$ cat config.mk
export PLATFORM = sky130hd
export DESIGN_NAME = ddr_nibble_packer
export DESIGN_NICKNAME = d
export VERILOG_FILES = /design/src/rtl/ddr_nibble_packer.sv
export SDC_FILE = /design/constraint.sdc
export NUM_CORES = 1
export LEC_CHECK = 0
export CAP_MARGIN = 20
export CORE_MARGIN = 2
export CORE_UTILIZATION = 48
export DETAILED_ROUTE_END_ITERATION = 16
export GPL_ROUTABILITY_DRIVEN = 0
export PLACE_DENSITY = 0.77
export SYNTH_ARGS = -nofsm -noshare
export SYNTH_HDL_FRONTEND = slang
export SYNTH_SLANG_ARGS = --single-unit
export TNS_END_PERCENT = 1
$ cat constraint.sdc
create_clock -name clk -period 2.3 [get_ports clk]
set_input_delay 0.46 -clock clk [delete_from_list [all_inputs] [get_ports clk]]
set_output_delay 0.46 -clock clk [all_outputs]
set_load 0.05 [all_outputs]
$ cat src/rtl/ddr_nibble_packer.sv
// Packs rising/falling-edge nibble pairs LSB-first into words and presents them
// through a single-entry valid/ready output register, with flush for partial words.
module ddr_nibble_packer #(
    parameter int NIB_W         = 4,
    parameter int NIBS_PER_WORD = 4,
    parameter int CNT_W         = 16
) (
    input  logic                             clk,
    input  logic                             rst,
    input  logic [NIB_W-1:0]                 din_rise,
    input  logic [NIB_W-1:0]                 din_fall,
    input  logic                             in_valid,
    output logic                             in_ready,
    input  logic                             flush,
    output logic [NIB_W*NIBS_PER_WORD-1:0]   out_data,
    output logic                             out_valid,
    input  logic                             out_ready,
    output logic                             out_partial,
    output logic [CNT_W-1:0]                 word_cnt
);

    localparam int PAIRS  = NIBS_PER_WORD / 2;
    localparam int WORD_W = NIB_W * NIBS_PER_WORD;
    localparam int PC_W   = (PAIRS > 1) ? $clog2(PAIRS) : 1;
    localparam logic [PC_W-1:0] LAST_PAIR = PC_W'(PAIRS - 1);

    logic [WORD_W-1:0] acc_q, acc_d;
    logic [PC_W-1:0]   pair_cnt_q, pair_cnt_d;
    logic              flush_pend_q, flush_pend_d;
    logic              out_valid_q, out_valid_d;
    logic [WORD_W-1:0] out_data_q, out_data_d;
    logic              out_partial_q, out_partial_d;
    logic [CNT_W-1:0]  word_cnt_q, word_cnt_d;

    logic              last_pair_s;
    logic              in_ready_s;
    logic              accept_s;
    logic              xfer_s;
    logic              can_load_s;
    logic              word_done_s;
    logic              has_data_s;
    logic              partial_want_s;
    logic              load_s;
    logic [WORD_W-1:0] acc_ins_s;

    // Handshake decode; the output register may reload in the same cycle it is drained.
    always_comb begin
        last_pair_s    = (pair_cnt_q == LAST_PAIR);
        xfer_s         = out_valid_q & out_ready;
        can_load_s     = ~out_valid_q | out_ready;
        in_ready_s     = ~flush_pend_q & ~(last_pair_s & out_valid_q & ~out_ready);
        accept_s       = in_valid & in_ready_s;
        word_done_s    = accept_s & last_pair_s;
        has_data_s     = (pair_cnt_q != {PC_W{1'b0}}) | accept_s;
        // A pending flush blocks accepts, so it never coincides with a completing pair.
        partial_want_s = flush_pend_q | (flush & has_data_s & ~word_done_s);
        load_s         = word_done_s | (partial_want_s & can_load_s);
    end

    // Accumulator with the current pair merged into nibbles 2k and 2k+1.
    always_comb begin
        acc_ins_s = acc_q;
        for (int k = 0; k < PAIRS; k++) begin
            acc_ins_s[2*k*NIB_W +: NIB_W] =
                (accept_s && (pair_cnt_q == PC_W'(k))) ? din_rise : acc_q[2*k*NIB_W +: NIB_W];
            acc_ins_s[(2*k+1)*NIB_W +: NIB_W] =
                (accept_s && (pair_cnt_q == PC_W'(k))) ? din_fall : acc_q[(2*k+1)*NIB_W +: NIB_W];
        end
    end

    // Next-state for accumulator, flush tracking, output register and word counter.
    always_comb begin
        acc_d         = acc_q;
        pair_cnt_d    = pair_cnt_q;
        out_valid_d   = out_valid_q;
        out_data_d    = out_data_q;
        out_partial_d = out_partial_q;
        word_cnt_d    = word_cnt_q;
        flush_pend_d  = partial_want_s & ~can_load_s;

        if (load_s) begin
            acc_d      = {WORD_W{1'b0}};
            pair_cnt_d = {PC_W{1'b0}};
        end else if (accept_s) begin
            acc_d      = acc_ins_s;
            pair_cnt_d = pair_cnt_q + PC_W'(1);
        end else begin
            acc_d      = acc_q;
            pair_cnt_d = pair_cnt_q;
        end

        if (load_s) begin
            out_data_d    = acc_ins_s;
            out_valid_d   = 1'b1;
            out_partial_d = ~word_done_s;
        end else if (xfer_s) begin
            out_valid_d   = 1'b0;
        end else begin
            out_valid_d   = out_valid_q;
        end

        if (xfer_s) begin
            word_cnt_d = word_cnt_q + CNT_W'(1);
        end else begin
            word_cnt_d = word_cnt_q;
        end
    end

    // State registers with synchronous reset that discards any partial word.
    always_ff @(posedge clk) begin
        if (rst) begin
            acc_q         <= {WORD_W{1'b0}};
            pair_cnt_q    <= {PC_W{1'b0}};
            flush_pend_q  <= 1'b0;
            out_valid_q   <= 1'b0;
            out_data_q    <= {WORD_W{1'b0}};
            out_partial_q <= 1'b0;
            word_cnt_q    <= {CNT_W{1'b0}};
        end else begin
            acc_q         <= acc_d;
            pair_cnt_q    <= pair_cnt_d;
            flush_pend_q  <= flush_pend_d;
            out_valid_q   <= out_valid_d;
            out_data_q    <= out_data_d;
            out_partial_q <= out_partial_d;
            word_cnt_q    <= word_cnt_d;
        end
    end

    assign in_ready    = in_ready_s;
    assign out_data    = out_data_q;
    assign out_valid   = out_valid_q;
    assign out_partial = out_partial_q;
    assign word_cnt    = word_cnt_q;

endmodule
### Yosys cells after proc, flatten, opt, wreduce, memory -nomap -nowiden

Cells that the tools add are included.

* reductions and logical operators: 4
* muxes and demuxes: 6
* add/sub/neg operators: 2
* bitwise logic cells: 21

Operators by type and width (number)
* 16-bit by 1-bit adder with 16-bit output, second input constant: 1
* 4-bit 2-to-1 mux: 4
* 1-bit bitwise AND: 10
* 1-bit inverter: 7
* 1-bit OR: 4
* 1-bit logical AND: 2
* 1-bit 2-to-1 mux: 2
* 2-bit nonzero test: 1
* 2-bit OR reduction: 1
* 1-bit adder, second input constant: 1

* register bits: 52
* logic and storage cells: 40
* input bits: 13
* output and inout port bits: 35

### Longest topological paths before layout

Gate-level depths: netlist of the first run.

* word-level depth: 12
* mapped depth: 8
* gate-level depth less buffers: 5

### Least setup slack after synthesis of the first run

OpenSTA, ideal clock, no wires.

* path kind: reg2out
* start: register out_valid_q (netlist: out_valid)
* end: output port in_ready
* required time: 1.840 ns
* cell stages (with the launch flop): 4
* path buffers: 0
* data arrival time: 1.617 ns
* setup slack: 0.223 ns
* cells stage by stage: dfxtp_1 -> nand2b_1 -> inv_1 -> a21oi_1

* longest elaborated chain between the ends: 4

RTL lines
* start, declared: RTL line 30 `logic out_valid_q, out_valid_d;`
* start signal, assigned: RTL line 123 `out_valid_q <= out_valid_d;`
* 1-bit bitwise AND (2 in series): RTL line 51 `in_ready_s = ~flush_pend_q & ~(last_pair_s & out_valid_q & ~out_ready);`
* 1-bit inverter: RTL line 51
* 1-bit bitwise AND: RTL line 51
* end, declared: RTL line 13 `output logic in_ready,`

Every way passes these cells.

### Final worst setup path of the first run

* start: input port out_ready
* end: output port in_ready

* longest elaborated chain between the ends: 4

RTL lines
* start, declared: RTL line 17 `input logic out_ready,`
* 1-bit inverter: RTL line 51
* 1-bit bitwise AND: RTL line 51
* 1-bit inverter: RTL line 51
* 1-bit bitwise AND: RTL line 51

Every way passes these cells.

==> results of run 1 <==
[layout make-up]
cell class                      count  share of cell area
Sequential cell                    52               0.383
Multi-Input combinational cell    151               0.343
Timing Repair Buffer               54               0.201
Clock buffer                        6              0.0304
Tap cell                           50              0.0230
Clock inverter                      2              0.0143
Inverter                            4             0.00552
[power by group]
part / internal, W / leakage, nW / switching [W]
Sequential: 0.000942 / 0.424 / 0.0000234
Clock: 0.000356 / 0.0614 / 0.000298
Combinational: 0.000126 / 0.520 / 0.000209
[final timing paths]
path / from / slack, ps / depth (start not counted) / to
worst min register to register: acc_q[7] / 500 / 2 / acc_q[7]
worst max register to register: out_valid / 610 / 4 / word_cnt[11]
worst min-delay path: acc_q[7] / 500 / 2 / acc_q[7]
worst max-delay path: out_ready / 120 / 5 / in_ready
[critical path: stages]
cell and delay [ps]:
clkdlybuf4s50_1 500, nand2b_1 250, inv_1 80, a21oi_1 250
buf_12 170
[sequential cells by signal, indices dropped and copies added, names as in the netlist]
signal	count
acc_q	16
out_data	16
word_cnt	16
flush_pend_q	1
last_pair_s	1
out_partial	1
out_valid	1
[cell usage in the layout (no fill, tap or decap), drive strengths merged]
cell type      Yosys  layout
dfxtp             52      52
nor2              51      51
clkdlybuf4s50      0      46
a211oi            17      17
mux2i             16      16
buf                6       8
nand2              6       6
xnor2              6       6
clkbuf             7       6
a21oi              5       5
xor2               5       5
nor2b              5       5
nand4              5       5
inv                4       4
and3               4       4
nand3              3       3
nor3               3       3
and2               3       3
mux2               3       3
nor4               3       3
o21ai              3       3
nand2b             2       2
maj3               1       1
o21a               1       1
or2                1       1
a31o               1       1
and4               1       1
nor4b              1       1
o31ai              1       1
a22oi              1       1
a21o               1       1
or3                1       1
ha                 1       1
clkinv             0       1
bufinv             0       1
[cell families (layout without fill, tap and decap cells)]
kind of cell,count (synthesis),after routing,synth area share
muxes,19,19,0.0937
buffers and inverters,17,66,0.0466
AOI/OAI and AO/OA,30,30,0.0998
adders and majority gates,2,2,0.0115
DFF,52,52,0.503
and+or+nand+nor,89,89,0.199
xor gates and xnor gates,11,11,0.0466
[stage by stage]
step | utilization | worst slack [ps] | std cells
finish | 0.665 | 122 | 319
global route | 0.665 | 60.3 | 319
CTS | 0.665 | 118 | 319
detailed placement | 0.635 | 75.2 | 311
global placement | 0.635 | 131 | 311
floorplan | - | 223 | 220
[per-layer routing]
metal,vias up,track usage,part of all wire
li1,851,-,-
met1,786,0.213,0.45
met2,51,0.321,0.46
met3,8,0.0465,0.067
met4,0,0.0641,0.016
met5,-,0,0
==> impl_metrics.prom, run 1 <==
# TYPE chip_impl_metric gauge
chip_impl_metric{name="fp.dieW",unit="microns"} 69.7
chip_impl_info{name="timing.critical_path.from_type",value="input port"} 1
chip_impl_metric{name="post-route-period-util",unit=""} 0.947
chip_impl_info{name="crit_path_end_kind",value="primary output"} 1
chip_impl_metric{name="syn_nets",unit=""} 234
chip_impl_metric{name="grt_max_degree",unit=""} 24
chip_impl_metric{name="timing.fmax",unit="GHz"} 0.459
chip_impl_metric{name="report.final.slew_viol_count",unit=""} 0
chip_impl_metric{name="place.detailed.hpwl",unit="mm"} 2.96
chip_impl_metric{name="syn_avg_cell_area",unit="sq um"} 9.41
chip_impl_metric{name="post-layout-total-power",unit="W"} 0.00195
chip_impl_info{name="worst-setup-path-type",value="input port to primary output"} 1
chip_impl_metric{name="synthesis.area",unit="sq mm"} 0.00207
chip_impl_metric{name="clock_skew",unit="ps"} 8.46
chip_impl_metric{name="finish.net_count",unit=""} 282
chip_impl_info{name="synth_top_cell_by_area",value="dfxtp_1"} 1
chip_impl_info{name="root_buffer",value="clkbuf_8"} 1
chip_impl_metric{name="avgRoutedWirePerCell",unit="microns"} 13.0
chip_impl_metric{name="worst_hold_slack",unit="ps"} 497
chip_impl_metric{name="ratio_of_cells_with_drive_above_1_in_the_final_layout",unit=""} 0.0781
chip_impl_metric{name="max_capacitance_violation_count",unit=""} 0
chip_impl_info{name="synth_flop_cell",value="dfxtp_1"} 1
chip_impl_metric{name="hold_buf_cts",unit=""} 0
chip_impl_metric{name="dieHeight",unit="microns"} 69.7
chip_impl_metric{name="synthDominantCellAreaShare",unit=""} 0.503
chip_impl_metric{name="clkSlewWorstSetupHoldPaths",unit="ps"} 90
chip_impl_metric{name="placeableCoreArea",unit="sq mm"} 0.00409
chip_impl_metric{name="port_buffers",unit=""} 47
chip_impl_metric{name="antennaDiodeCount",unit=""} 0
chip_impl_metric{name="finalCriticalPeriod",unit="ps"} 2180
chip_impl_metric{name="share_of_synthesized_registers_carrying_an_async_set_or_reset",unit=""} 0
chip_impl_metric{name="cellLeakagePower",unit="nW"} 1.01
chip_impl_metric{name="worst_slew_margin_rel",unit=""} 0.627
chip_impl_metric{name="multi_input_area",unit="sq um"} 932
chip_impl_metric{name="top_fanout_value_on_the_critical_path",unit=""} 7
chip_impl_metric{name="dr.first_iter.drc_count",unit=""} 36
chip_impl_metric{name="worstMarginPinSlew",unit="ps"} 560
chip_impl_info{name="holdCritPathClass",value="register to register"} 1
chip_impl_metric{name="detail_route.drc_violations",unit=""} 0
chip_impl_metric{name="flow.area_growth_from_synthesis",unit="%"} 31.3
chip_impl_metric{name="overflow",unit=""} 0
chip_impl_metric{name="initial_core_util",unit=""} 0.506
chip_impl_metric{name="final_area",unit="sq mm"} 0.00272
chip_impl_info{name="tritoncts",value="yes"} 1
chip_impl_metric{name="worstPathArrival",unit="ps"} 1720
chip_impl_metric{name="setup_viol_count_final",unit=""} 0
chip_impl_metric{name="pwr_density_cell",unit="mW/mm^2"} 719
chip_impl_metric{name="post_cts.resized_instances",unit=""} 0
chip_impl_metric{name="first_pass_grt_wire_length",unit="mm"} 7.18
chip_impl_metric{name="num_io_pins",unit=""} 48
chip_impl_metric{name="vias_per_cell",unit=""} 5.32
chip_impl_metric{name="cts.repair_timing.setup_buffer_count",unit=""} 0
chip_impl_metric{name="placement.cell_area",unit="sq mm"} 0.00260
chip_impl_metric{name="synth-edff-count",unit=""} 0
chip_impl_metric{name="n_fill_cell",unit=""} 357
chip_impl_metric{name="clock-sinks",unit=""} 52
chip_impl_metric{name="drt-total-wl",unit="mm"} 4.15
chip_impl_metric{name="cts.htree.levels",unit=""} 2
chip_impl_info{name="post-synth-top-count-cell",value="dfxtp_1"} 1
chip_impl_metric{name="dieArea",unit="sq mm"} 0.00485
chip_impl_info{name="outcome",value="completed"} 1
chip_impl_metric{name="worst-endpoint-required",unit="ps"} 1840
chip_impl_metric{name="number_of_global_route_vias_before_repair",unit=""} 1618
chip_impl_metric{name="floorplan.rows",unit=""} 23
chip_impl_metric{name="ys_ff_latch",unit=""} 52
chip_impl_metric{name="seq_area_frac_synth",unit=""} 0.503
chip_impl_metric{name="library_cells_used_by_synthesis",unit=""} 33
chip_impl_metric{name="route.vias.total",unit=""} 1696
chip_impl_metric{name="drtAntennaViolNets",unit=""} 0
chip_impl_metric{name="total_grt_usage",unit=""} 0.182
chip_impl_metric{name="sequential_cell_area",unit="sq mm"} 0.00104
chip_impl_metric{name="vdd.ir_drop.worst",unit="mV"} 0.526
chip_impl_metric{name="yosysWarningCount",unit=""} 0
chip_impl_info{name="rsz0062_at_grt",value="false"} 1
chip_impl_metric{name="grt_antenna_before_repair",unit=""} 0
chip_impl_metric{name="clock_latency_late_sink",unit="ps"} 300
chip_impl_metric{name="drtPass1Iterations",unit=""} 4
chip_impl_metric{name="clock_path_buffers",unit=""} 2
chip_impl_metric{name="cts-buffers-inserted",unit=""} 5
chip_impl_metric{name="finalHoldViolations",unit=""} 0
chip_impl_info{name="synth.top_cells.by_count",value="dfxtp_1 (52), nor2_1 (51), a211oi_1 (17)"} 1
chip_impl_metric{name="timing.setup.tns",unit="ps"} 0
chip_impl_info{name="synth_top_cells_by_area",value="dfxtp_1 (50%), nor2_1 (9.3%), mux2i_1 (7.7%)"} 1
chip_impl_metric{name="synthCells",unit=""} 220
Power figures use the tool's default switching activity.
==> run 2, diff against run 1 <==
ABC_AREA = 1   (was unset)
CTS_CLUSTER_SIZE = 10   (was unset)
PLACE_DENSITY = 0.76   (was 0.77)
==> impl_metrics.prom, run 2 <==
# TYPE chip_impl_metric gauge
chip_impl_info{name="outcome",value="completed"} 1
chip_impl_info{name="worst-setup-path-type",value="input port to primary output"} 1
chip_impl_info{name="rsz0062_at_grt",value="false"} 1
chip_impl_metric{name="grt_max_degree",unit=""} 31
chip_impl_metric{name="syn_avg_cell_area",unit="sq um"} 7.11
chip_impl_metric{name="timing.setup.tns",unit="ps"} 0
chip_impl_metric{name="library_cells_used_by_synthesis",unit=""} 30
chip_impl_metric{name="cts-buffers-inserted",unit=""} 5
chip_impl_metric{name="power.net_switching",unit="W"} 0.000629
chip_impl_metric{name="synth.area.mux_share",unit=""} 0
chip_impl_metric{name="setup.reg_to_reg.worst_slack",unit="ps"} 720
chip_impl_metric{name="finish.utilization",unit=""} 0.632
chip_impl_info{name="crit_path_end_kind",value="primary output"} 1
chip_impl_info{name="synth_top_cells_by_area",value="dfxtp_1 (45%), inv_1 (9.5%), nand2_1 (9.5%)"} 1
chip_impl_metric{name="synthDominantCellAreaShare",unit=""} 0.445
chip_impl_metric{name="yosys.area_share.adder",unit=""} 0.00535
chip_impl_metric{name="post_cts.resized_instances",unit=""} 0
chip_impl_metric{name="fp.dieW",unit="microns"} 73.8
chip_impl_info{name="cp-startpoint",value="out_ready"} 1
chip_impl_metric{name="netSwitchingFraction",unit=""} 0.313
chip_impl_metric{name="ys_ff_latch",unit=""} 52
chip_impl_info{name="synth_top_cell_by_area",value="dfxtp_1"} 1
chip_impl_info{name="timing.hold.worst_endpoint",value="out_data[15]"} 1
chip_impl_metric{name="p_int",unit="W"} 0.00138
chip_impl_metric{name="number_of_global_route_vias_before_repair",unit=""} 1885
chip_impl_metric{name="seq_area_frac_synth",unit=""} 0.445
chip_impl_metric{name="worstMarginPinSlew",unit="ps"} 522
chip_impl_info{name="timing.rr.end",value="word_cnt[14]"} 1
chip_impl_metric{name="place.detailed.hpwl",unit="mm"} 3.47
chip_impl_metric{name="clkPwrFrac",unit=""} 0.261
chip_impl_metric{name="vdd.ir_drop.worst",unit="mV"} 0.333
chip_impl_metric{name="total_grt_usage",unit=""} 0.188
chip_impl_metric{name="worst_slew_margin_rel",unit=""} 0.651
chip_impl_info{name="tritoncts",value="yes"} 1
chip_impl_metric{name="antennaDiodeCount",unit=""} 0
chip_impl_metric{name="worst_r2r_path_depth",unit=""} 9
chip_impl_metric{name="cellLeakagePower",unit="nW"} 1.35
chip_impl_metric{name="finish.net_count",unit=""} 390
chip_impl_metric{name="synthXorXnorAreaFrac",unit=""} 0.0112
chip_impl_info{name="synth_top_family_by_area",value="simple AND/OR/NAND/NOR gates"} 1
chip_impl_metric{name="worstPathArrival",unit="ps"} 1680
chip_impl_metric{name="clock_skew",unit="ps"} 3.15
chip_impl_metric{name="overflow",unit=""} 0
chip_impl_metric{name="max_capacitance_violation_count",unit=""} 0
chip_impl_metric{name="yosysWarningCount",unit=""} 0
chip_impl_metric{name="pwr_density_cell",unit="mW/mm^2"} 674
chip_impl_info{name="holdCritStartpoint",value="out_data[15]"} 1
chip_impl_info{name="final_cell_mix",value="inv_1 (59), nand2_1 (59), dfxtp_1 (52), clkdlybuf4s50_1 (46), nor2_1 (44)"} 1
chip_impl_metric{name="worst-endpoint-required",unit="ps"} 1840
chip_impl_metric{name="syn_nets",unit=""} 343
chip_impl_metric{name="drtAntennaViolNets",unit=""} 0
chip_impl_metric{name="hold_buf_cts",unit=""} 0
chip_impl_metric{name="clock_path_buffers",unit=""} 2
chip_impl_metric{name="port_buffers",unit=""} 47
chip_impl_metric{name="synth-edff-count",unit=""} 0
chip_impl_metric{name="vias_per_cell",unit=""} 4.58
chip_impl_metric{name="num_io_pins",unit=""} 48
chip_impl_info{name="synth.top_cells.by_count",value="inv_1 (59), nand2_1 (59), dfxtp_1 (52)"} 1
chip_impl_metric{name="detail_route.drc_violations",unit=""} 0
chip_impl_metric{name="cts.htree.levels",unit=""} 2
chip_impl_metric{name="share_of_power_burned_in_registers",unit=""} 0.492
chip_impl_metric{name="first_pass_grt_wire_length",unit="mm"} 8.07
chip_impl_metric{name="finalCriticalPeriod",unit="ps"} 2140
chip_impl_metric{name="floorplan.rows",unit=""} 25
chip_impl_metric{name="clock_latency_late_sink",unit="ps"} 300
chip_impl_metric{name="combPwrFrac",unit=""} 0.247
chip_impl_metric{name="drt-total-wl",unit="mm"} 4.68
chip_impl_metric{name="report.final.slew_viol_count",unit=""} 0
chip_impl_metric{name="grt_antenna_before_repair",unit=""} 0
chip_impl_metric{name="initial_core_util",unit=""} 0.495
chip_impl_info{name="timing.critical_path.from_type",value="input port"} 1
chip_impl_metric{name="placeableCoreArea",unit="sq mm"} 0.00472
chip_impl_metric{name="synth_simple_gate_area_share",unit=""} 0.293
chip_impl_info{name="holdCritPathClass",value="register to register"} 1
chip_impl_metric{name="ratio_of_cells_with_drive_above_1_in_the_final_layout",unit=""} 0.0796
chip_impl_info{name="root_buffer",value="clkbuf_8"} 1
chip_impl_metric{name="route.vias.total",unit=""} 2033
chip_impl_metric{name="drtPass1Iterations",unit=""} 4
chip_impl_metric{name="cts.repair_timing.setup_buffer_count",unit=""} 0
chip_impl_metric{name="synthCells",unit=""} 329
chip_impl_metric{name="timing.fmax",unit="GHz"} 0.468
chip_impl_metric{name="dieArea",unit="sq mm"} 0.00545
chip_impl_info{name="r2r-start",value="out_valid"} 1
chip_impl_metric{name="clkSlewWorstSetupHoldPaths",unit="ps"} 90
chip_impl_metric{name="share_of_synthesized_registers_carrying_an_async_set_or_reset",unit=""} 0
chip_impl_metric{name="hold_depth",unit=""} 2
chip_impl_metric{name="clock-sinks",unit=""} 52
chip_impl_info{name="synth_flop_cell",value="dfxtp_1"} 1
chip_impl_metric{name="flow.area_growth_from_synthesis",unit="%"} 27.7
chip_impl_metric{name="compound_cell_area_share_of_the_yosys_netlist",unit=""} 0.116
chip_impl_metric{name="post-route-period-util",unit=""} 0.930
chip_impl_metric{name="setup_viol_count_final",unit=""} 0
chip_impl_metric{name="top_fanout_value_on_the_critical_path",unit=""} 5
chip_impl_metric{name="dieHeight",unit="microns"} 73.8
chip_impl_metric{name="avgRoutedWirePerCell",unit="microns"} 10.5
chip_impl_metric{name="finalHoldViolations",unit=""} 0
chip_impl_metric{name="synthesis.area",unit="sq mm"} 0.00234
chip_impl_metric{name="dr.first_iter.drc_count",unit=""} 44
run 2: cell types whose count changed after synthesis, sizes merged, moves of 16 or more:
cell	change
a211oi	-17
a21oi	+21
inv	+55
mux2i	-16
nand2	+56
nand3	+17
o21ai	+19
run 2: critical path, stage by stage:
cell             delay, ps
clkdlybuf4s50_1        500
inv_1                   80
nand2_4                100
inv_1                   60
a21oi_1                290
buf_12                 190
run 2: through the flow:
step                power [W]  area, sq um  instances  worst slack (ps)  hold slack [ps]
finish                0.00201         2990        444               161              486
global route          0.00212         2990        444              96.5              528
CTS                   0.00204         2990        444               181              491
detailed placement    0.00151         2900        436               177              473
global placement      0.00150         2900        436               220              466
floorplan             0.00136         2340        329               281              508
run 2: cell type report:
type,count,area [sq um]
fillers,452,1740
flip-flops and latches,52,1040
multi-input cells,204,995
repair buffers,53,551
inverters,60,225
clock buffers,8,90.1
well taps,67,83.8
run 2: power by group through the flow:
stage	Clock, W	Combinational (W)	Sequential, W
after floorplan	0	0.000222	0.00114
after global placement	0	0.000493	0.00101
after detailed placement	0	0.000499	0.00101
after CTS	0.000547	0.000501	0.000990
after global routing	0.000575	0.000549	0.000996
final	0.000525	0.000497	0.000989
run 2: logic make-up (layout without fill, tap and decap cells):
kind of cell / after synthesis / in the layout
simple gates: 148 / 148
fa+ha+maj: 1 / 1
compound gates: 52 / 52
buf+inv: 73 / 121
flops: 52 / 52
xor+xnor: 3 / 3
run 2: per-layer routing:
metal  share of wire  track usage  vias up  wire, microns
met4          0.0021       0.0545        0             10
met5               0            0        -              0
met1            0.48        0.228      883           2250
li1                -            -     1109              -
met2            0.48        0.329       39           2250
met3           0.037       0.0453        2            171
run 2: how the worst max path moves through the flow:
stage	endpoint	cells after the start
global placement	last_pair_s	9
detailed placement	word_cnt[14]	10
finish	in_ready	6
CTS	in_ready	6
global route	in_ready	6
floorplan	in_ready	3
==> variant: new RTL, config.mk and constraints of run 1 <==
Make the reset (`rst`) asynchronous in one clocked block. Comments in the files are not updated.
--- a/src/rtl/ddr_nibble_packer.sv
+++ b/src/rtl/ddr_nibble_packer.sv
@@ -107,7 +107,7 @@
     end
 
     // State registers with synchronous reset that discards any partial word.
-    always_ff @(posedge clk) begin
+    always_ff @(posedge clk or posedge rst) begin
         if (rst) begin
             acc_q         <= {WORD_W{1'b0}};
             pair_cnt_q    <= {PC_W{1'b0}};
Function: differs if rst is asserted again (counterexample within 4 cycles, from zero or initial values and one cycle with rst high); with rst held inactive, the same outputs for 10 cycles.
==> variant against run 1 <==
  * Worst setup slack improved by 0.018 ns
  * Sequential cell count did not move
  * Register-to-register slack improved by 0.05 ns
  * Routed wire length fell by 5.5%
  * Non-clock buffer count rose by 7
  * Cell area rose by 3.9%
  * Critical path depth rose by 1
  * Synthesized area rose by 1.9%
  * Largest cell class unchanged
Power is not compared: it rests on default switching activity, and its combinational part moved more than twofold at a synthesized area within 25%.
==> variant: results (changes against run 1) <==
[cts]
clk_latency_ns = 0.30  ; about the same
htree_levels = 2  ; unchanged
cts_setup_buffers = 0  ; unchanged
numCtsBuffers = 5  ; unchanged
root_buffer = clkbuf_8
ctsLongestPathBuffers = 2  ; unchanged

[timing]
fin_worst_skew_ns = 0.00518  ; -0.00328 ns
tightest_slew_ns = 0.501  ; -0.0591 ns

[global_routing]
grt_pass1_vias = 1550  ; -4.2%
use_met2_pct = 29.6  ; -2.5 points
grt_max_degree = 25  ; +4.2%
grt_use_met1_pct = 21.1  ; -0.25 points
grt_pass1_wl_um = 6870  ; -4.3%
antenna_found_initial = 0  ; unchanged
grt.met3_usage_pct = 5.05  ; +0.40 points
grtUsageTotal_pct = 17.6  ; -0.54 points

[cells_and_area]
layout.nets = 264  ; -6.4%
drive_gt1_share_pct = 11.2  ; +3.4 points
fillers = 358  ; +0.28%

[power]
vdd_drop_max_mv = 0.784
p_leak_nw = 1.33

[logic_synthesis]
ys_seq_area_share_pct = 61.7  ; +11 points
ys_types = 27  ; -18%
synthTopCellsByCount = 52 x dfrtp_1, 27 x nor2_1, 24 x nand2_1, 16 x mux2i_1, 14 x o21ai_0
synthArstFlopShare_pct = 100  ; +100 points
synth_fp_nets = 202  ; -14%
synth_ff_type = dfrtp_1
synthTopCellsByArea = dfrtp_1 62%, mux2i_1 7.6%, nor2_1 4.8%, nand2_1 4.3%, xnor2_1 4.2%

[placement]
io_buffers = 47  ; unchanged
dp_hpwl_um = 2960  ; about the same

[drt]
wirelength_um = 3920  ; -5.5%
vias_per_cell = 4.96  ; -6.7%
firstDrtPassIters = 4  ; unchanged
drt_iter0_drc = 62  ; +72%

[setup_path]
cp-startpoint = out_ready
critPathArrivalTime_ns = 1.70  ; -0.02 ns
crit_path_max_fanout = 3  ; -4
reg2reg_from = word_cnt[0]
max_stage_delay_ns = 0.50  ; about the same

[outcome]
status = complete, no violations

[hold_path]
hp-class = in2async

-- variant: cell count changes after synthesis, moves of 4 or more --
cell / delta
nand2_1: +18
and3_1: -4
dfrtp_1: +52
dfxtp_1: -52
nor2_1: -24
a211oi_1: -17
o21ai_0: +11
o21ai_1: +4
xnor2_1: +4
-- variant: metal layers --
layer  part of all wire [%]  vias up
met5                      0        -
met4                    1.9        0
met3                    5.3        8
met2                     49       41
met1                     43      703
li1                       -      746
-- variant: worst max-delay path: cells and delay by family --
kind            cells  cell delay (ns)
buf+inv             4             0.86
simple gates        1             0.14
compound gates      1             0.24
-- variant: area by class of cell --
class	count	area, um2	share of cell area (%)
Clock buffer	6	72.6	2.57
Multi-Input combinational cell	125	762	27.0
Timing Repair Buffer	61	598	21.2
Clock inverter	1	5.00	0.177
Inverter	5	18.8	0.665
Tap cell	52	65.1	2.30
Sequential cell	52	1300	46.1
-- variant: metrics by stage --
step | hold slack (ns) | cells | area [um2] | setup slack (ns)
6_report | 0.470 | 302 | 2820 | 0.140
2_1_floorplan | 0.475 | 188 | 2110 | 0.147
5_1_grt | 0.485 | 302 | 2820 | 0.0533
4_1_cts | 0.481 | 301 | 2820 | 0.128
3_3_place_gp | 0.464 | 294 | 2740 | 0.0432
3_5_place_dp | 0.470 | 294 | 2740 | 0.0159
-- variant: report_power, final --
group	internal [mW]	switching [mW]
Clock	0.207	0.266
Combinational	0.631	1.18
Sequential	1.20	0.187
-- variant: logic make-up (layout without fill, tap and decap cells) --
group,Yosys count,in the layout,share of synthesized area (%)
AOI/OAI and AO/OA,22,22,5.40
muxes,17,17,8.13
xor gates and xnor gates,15,15,6.23
adders and majority gates,2,2,1.07
and+or+nand+nor,69,69,15.1
DFF,52,52,61.7
buffers and inverters,11,73,2.37
-- variant: path summary, 6_finish.rpt --
| path | end | slack [ns] | cells past startpoint |
|---|---|---|---|
| worst min register to register | word_cnt[15] | 0.47 | 1 |
| worst max-delay path | in_ready | 0.14 | 6 |
| worst min-delay path | word_cnt[6] | 0.47 | 2 |
| max in group asynchronous | out_data[2] | 1.33 | 3 |
| worst max register to register | word_cnt[15] | 0.66 | 4 |
| min in group clk | word_cnt[15] | 0.47 | 1 |
